--- config.mk ---
export PLATFORM = sky130hd
export DESIGN_NAME = matrix_dsp_sequencer
export DESIGN_NICKNAME = d
export VERILOG_FILES = /design/src/rtl/matrix_dsp_pkg.sv /design/src/rtl/matrix_dsp_sequencer.sv
export SDC_FILE = /design/constraint.sdc
export NUM_CORES = 1
export LEC_CHECK = 0
export ABC_CLOCK_PERIOD_IN_PS = 4200
export BUFFER_PORTS_ARGS = -buffer_cell sky130_fd_sc_hd__buf_2
export CAP_MARGIN = 10
export CORE_ASPECT_RATIO = 0.8
export CORE_UTILIZATION = 41
export DETAILED_ROUTE_END_ITERATION = 8
export GPL_TIMING_DRIVEN = 1
export PLACE_DENSITY = 0.67
export SYNTH_ARGS = -nofsm -noshare
export SYNTH_HDL_FRONTEND = slang
export SYNTH_SLANG_ARGS = --single-unit
export TNS_END_PERCENT = 100
--- constraint.sdc ---
create_clock -name clk -period 4.2 [get_ports clk]
set_clock_uncertainty 0.15 [all_clocks]
set_input_delay 0.84 -clock clk [delete_from_list [all_inputs] [get_ports clk]]
set_output_delay 0.84 -clock clk [all_outputs]
set_load 0.1 [all_outputs]
--- src/rtl/matrix_dsp_pkg.sv ---
// Shared definitions for the matrix DSP sequencer: FSM state encoding,
// the end-of-program opcode and the post-issue blanking length.
package matrix_dsp_pkg;

  typedef enum logic [2:0] {
    ST_IDLE  = 3'd0,
    ST_FETCH = 3'd1,
    ST_CHECK = 3'd2,
    ST_ISSUE = 3'd3,
    ST_BLANK = 3'd4,
    ST_WAIT  = 3'd5
  } seqState_t;

  localparam logic [2:0]  OP_END       = 3'd7;
  localparam int unsigned BLANK_CYCLES = 2;
  localparam int unsigned STEP_BITS    = 9;

endpackage

--- src/rtl/matrix_dsp_sequencer.sv ---
// Lockstep microcode sequencer driving NUM_UNITS matrix DSP axis units.
// Optional step-count watchdog: define MATRIX_DSP_SEQ_TIMEOUT_EN.
module matrix_dsp_sequencer
  import matrix_dsp_pkg::*;
#(
  parameter int unsigned NUM_UNITS     = 4,
  parameter int unsigned TIMEOUT_STEPS = 512
) (
  input  logic                 clk,
  input  logic                 resetn,
  input  logic                 start,
  input  logic [7:0]           startPc,
  input  logic                 abort,
  output logic [7:0]           programCounter,
  output logic                 instructionGrab,
  output logic                 submit,
  input  logic [NUM_UNITS-1:0] unitReady,
  input  logic [NUM_UNITS-1:0] unitProgramReady,
  output logic                 busy,
  output logic                 done,
  output logic [STEP_BITS-1:0] stepCount
`ifdef MATRIX_DSP_SEQ_TIMEOUT_EN
  ,
  output logic                 timeoutError
`endif
);

  localparam int unsigned BW = (BLANK_CYCLES > 1) ? $clog2(BLANK_CYCLES) : 1;
  localparam logic [BW-1:0] BLANK_LAST = BW'(BLANK_CYCLES - 1);

`ifndef MATRIX_DSP_SEQ_TIMEOUT_EN
  // Parameter stays on the interface so both builds share one instantiation.
  localparam int unsigned unusedTimeoutSteps = TIMEOUT_STEPS;
`endif

  seqState_t     state;
  logic [BW-1:0] blankCnt;
  logic          allReady;
  logic          allEnd;

  assign allReady = &unitReady;
  assign allEnd   = &unitProgramReady;

  assign instructionGrab = (state == ST_FETCH);
  assign submit          = (state == ST_ISSUE);
  assign busy            = (state != ST_IDLE);

  always_ff @(posedge clk) begin
    if (!resetn) begin
      state          <= ST_IDLE;
      programCounter <= '0;
      stepCount      <= '0;
      blankCnt       <= '0;
      done           <= 1'b0;
`ifdef MATRIX_DSP_SEQ_TIMEOUT_EN
      timeoutError   <= 1'b0;
`endif
    end else begin
      done <= 1'b0;
`ifdef MATRIX_DSP_SEQ_TIMEOUT_EN
      timeoutError <= 1'b0;
`endif
      // Abort outranks every other transition, but IDLE still honours start.
      if (abort && (state != ST_IDLE)) begin
        state <= ST_IDLE;
      end else begin
        case (state)
          ST_IDLE: begin
            if (start) begin
              programCounter <= startPc;
              stepCount      <= '0;
              state          <= ST_FETCH;
            end
          end
          ST_FETCH: state <= ST_CHECK;
          ST_CHECK: begin
            if (allEnd) begin
              done  <= 1'b1;
              state <= ST_IDLE;
            end else if (allReady) begin
              state <= ST_ISSUE;
            end
          end
          ST_ISSUE: begin
            if (stepCount != '1) stepCount <= stepCount + 1'b1;
            blankCnt <= '0;
`ifdef MATRIX_DSP_SEQ_TIMEOUT_EN
            if (({23'd0, stepCount} + 32'd1) >= TIMEOUT_STEPS) begin
              timeoutError <= 1'b1;
              state        <= ST_IDLE;
            end else begin
              state <= ST_BLANK;
            end
`else
            state <= ST_BLANK;
`endif
          end
          // Units still show the previous ready while their DSP start propagates.
          ST_BLANK: begin
            if (blankCnt == BLANK_LAST) state <= ST_WAIT;
            else                        blankCnt <= blankCnt + 1'b1;
          end
          ST_WAIT: begin
            if (allReady) begin
              programCounter <= programCounter + 8'd1;
              state          <= ST_FETCH;
            end
          end
          default: state <= ST_IDLE;
        endcase
      end
    end
  end

endmodule
==> results.sh <==
export IMPL_status="complete, no violations"
export IMPL_start_util_pct=44.4
export IMPL_clkSinkCount=22
export IMPL_r2r_cells=4
export IMPL_holdWs_ns=0.343
export IMPL_cp_start_kind="flop"
export IMPL_layout_commonest_cell="buf_2"
export IMPL_drc=0
export IMPL_clkLatencyLatePin_ns=0.26
export IMPL_yosysWarnings=0
export IMPL_ff2ff_setup_slack_ns=1.71
export IMPL_grt_pass1_vias=1124
export IMPL_path_max_fanout=19
export IMPL_p_per_area_mw_per_mm2=319
export IMPL_synthAdderAreaFrac_pct=2.97
export IMPL_syn_nets=175
export IMPL_fin_setup_tns_ns=0
export IMPL_post_dp_hpwl_mm=2.26
export IMPL_final_hold_violation_count=0
export IMPL_hold_depth=2
export IMPL_ys_flop_type="dfxtp_1"
export IMPL_cts_buffer_depth=2
export IMPL_gp_congestion=0.793
export IMPL_drt_vias_per_instance=5.54
export IMPL_grt_setup_unrepaired="false"
export IMPL_via_count=1242
export IMPL_io_pins=41
export IMPL_cts_hold_fix_buffers=0
export IMPL_cts_setup_buffers=0
export IMPL_fillers=294
export IMPL_setup_ws_ns=1.47
export IMPL_antenna_found_initial=0
export IMPL_nets=211
export IMPL_post_route_period_util_pct=65.0
export IMPL_core_mm2=0.00285
export IMPL_wl_mm=3.08
export IMPL_overflow=0
export IMPL_synth_edf_count=0
export IMPL_r2r_start="state[2]$_SDFFE_PP0P_"
export IMPL_ant_nets=0
export IMPL_root_buffer="clkbuf_8"
export IMPL_die_x_um=64.1
export IMPL_synth_area_mux_share_pct=1.58
export IMPL_seq_area_frac_synth_pct=34.8
export IMPL_layout_common_cells="buf_2 (40), dfxtp_1 (22), nand2_1 (18)"
export IMPL_die_area_mm2=0.00331
export IMPL_cp_slowest_cell="dfxtp_1"
export IMPL_cp_data_required_time_ns=3.21
export IMPL_synth_xor_area_share_pct=4.85
export IMPL_pre_cts_slack_ns=1.63
export IMPL_fin_crit_ns=2.73
export IMPL_final_setup_viol_count=0
export IMPL_grt_pass1_wl_mm=5.04
export IMPL_worstMarginPinSlew_ns=1.06
export IMPL_syn_avg_cell_area_um2=8.32
export IMPL_die_height_um=51.7
export IMPL_grt_max_degree=20
export IMPL_ys_ff_latch=22
export IMPL_max_freq_ghz=0.367
export IMPL_numCtsBuffers=3
export IMPL_syn_inst=152
export IMPL_maxCapViolations=0
export IMPL_hp_start="programCounter[7]$_SDFFE_PN0P_"
export IMPL_maxSlewHeadroom_pct=29.5
export IMPL_diodes=0
export IMPL_cp_top_family="flip-flops"
export IMPL_leakage_uw=0.000614
export IMPL_setup_worst_path_end_class="output port"
export IMPL_wl_per_cell_um=13.7
export IMPL_drv_slew=0
export IMPL_synth_area_mm2=0.00126
export IMPL_grt_usage_pct=19.5
export IMPL_synthSimpleGateAreaFrac_pct=26.7
export IMPL_hold_class="flop to flop"
export IMPL_portBuffers=40
export IMPL_async_reset_ff_share_pct=0
export IMPL_wl_met1_mm=1.53
export IMPL_drive_gt1_share_pct=26.9
export IMPL_crit_type="flop to output port"
export IMPL_cp_buffers_inverters=2
export IMPL_vdd_ir_drop_worst_mv=0.191
export IMPL_r2r_end="programCounter[5]$_SDFFE_PN0P_"
export IMPL_crit_chain="nor3_1, inv_1, buf_2"
export IMPL_critPathArrivalTime_ns=1.74
export IMPL_synth_top_family_by_area="simple AND/OR/NAND/NOR gates"
export IMPL_firstDrtPassIters=4
export IMPL_cts_max_level=1
export IMPL_rows=17
export IMPL_first_iter_violations=83
export IMPL_cts_tree="yes"
export IMPL_holdPathEnd="programCounter[7]$_SDFFE_PN0P_"
export IMPL_wl_met2_mm=1.30
export IMPL_wl_met3_um=221
export IMPL_path_clk_slew_ns=0.07
export IMPL_synth_cell_types=43
export IMPL_ctsResizeCount=0
export IMPL_slowest_delay_ns=0.79
export IMPL_synth_compound_area_share_pct=23.3
export IMPL_highest_layer="met4"
export IMPL_areaGrowthSynthToFinish_pct=18.9
flip-flops by register name, indices dropped and copies added (netlist names):
name / count
stepCount: 9
programCounter: 8
state: 3
blankCnt: 1
done: 1
logic make-up (layout without fill, tap and decap cells):
kind of cell	count (synthesis)	after routing
AND/OR/NAND/NOR	63	63
AO/OA/AOI/OAI	40	40
flip-flops	22	22
buffers and inverters	15	49
XOR/XNOR	7	7
adder cells (fa/ha/maj)	3	3
multiplexers	2	2
cell type report:
class                   instances  area (µm²)  area share [%]
clock buffers                   3        41.3            2.75
inverters                       6        22.5            1.50
multi-input cells             115         752            50.0
flip-flops and latches         22         440            29.3
well taps                      38        47.5            3.16
repair buffers                 40         200            13.3
cells in the mapped netlist, types with 2 or more instances:
cell type,n,share of area (%)
dfxtp_1,22,35
nand2_1,18,5.3
a21oi_1,14,5.5
nor2_1,14,4.2
xnor2_1,7,4.8
inv_1,6,1.8
nand4_1,5,2.5
o21ai_0,5,2.0
buf_2,4,1.6
nand3_1,4,1.6
a2111oi_2,3,3.6
clkbuf_1,3,0.89
ha_1,3,3.0
nor3_1,3,1.2
o22ai_1,3,1.5
o31a_1,3,2.1
a211oi_1,2,1.2
a21o_1,2,1.2
and3_1,2,0.99
and4_1,2,1.4
mux2i_1,2,1.6
nand3b_1,2,1.2
o31ai_1,2,1.2
or3_1,2,0.99
worst reg2reg max path, cell delays in order, from the launching register on:
cell and delay, ns:
dfxtp_1 0.79, nor3_1 0.18, a22oi_1 0.88, or2_2 0.28, o22ai_1 0.09
report_power, final:
part	switching (µW)	total, µW	internal (µW)
clock	65.6	130	64.0
sequential	12.1	229	217
combinational	92.9	121	28.3
per-layer routing:
metal	up-vias	global-route usage, %
li1	620	-
met1	571	28.2
met2	49	29.3
met3	2	3.51
met4	0	5.93
met5	-	0
stage by stage:
stage	cells	cell area [µm²]	power [µW]	util, %
CTS	224	1500	483	52.8
floorplan	152	1260	330	-
global placement	221	1460	352	51.3
global route	224	1500	502	52.8
detailed placement	221	1460	354	51.3
finish	224	1500	479	52.8
worst max path at each step:
stage                                          end                  start  depth (start not counted)  slack [ns]
floorplan                          instructionGrab  state[2]$_SDFFE_PP0P_                          3        1.27
global placement    programCounter[5]$_SDFFE_PN0P_           unitReady[2]                          5        1.67
detailed placement  programCounter[5]$_SDFFE_PN0P_           unitReady[2]                          5        1.63
CTS                                           busy  state[2]$_SDFFE_PP0P_                          3        1.50
global route                                  busy  state[2]$_SDFFE_PP0P_                          3        1.35
finish                                        busy  state[2]$_SDFFE_PP0P_                          3        1.47
Power figures use the tool's default switching activity.
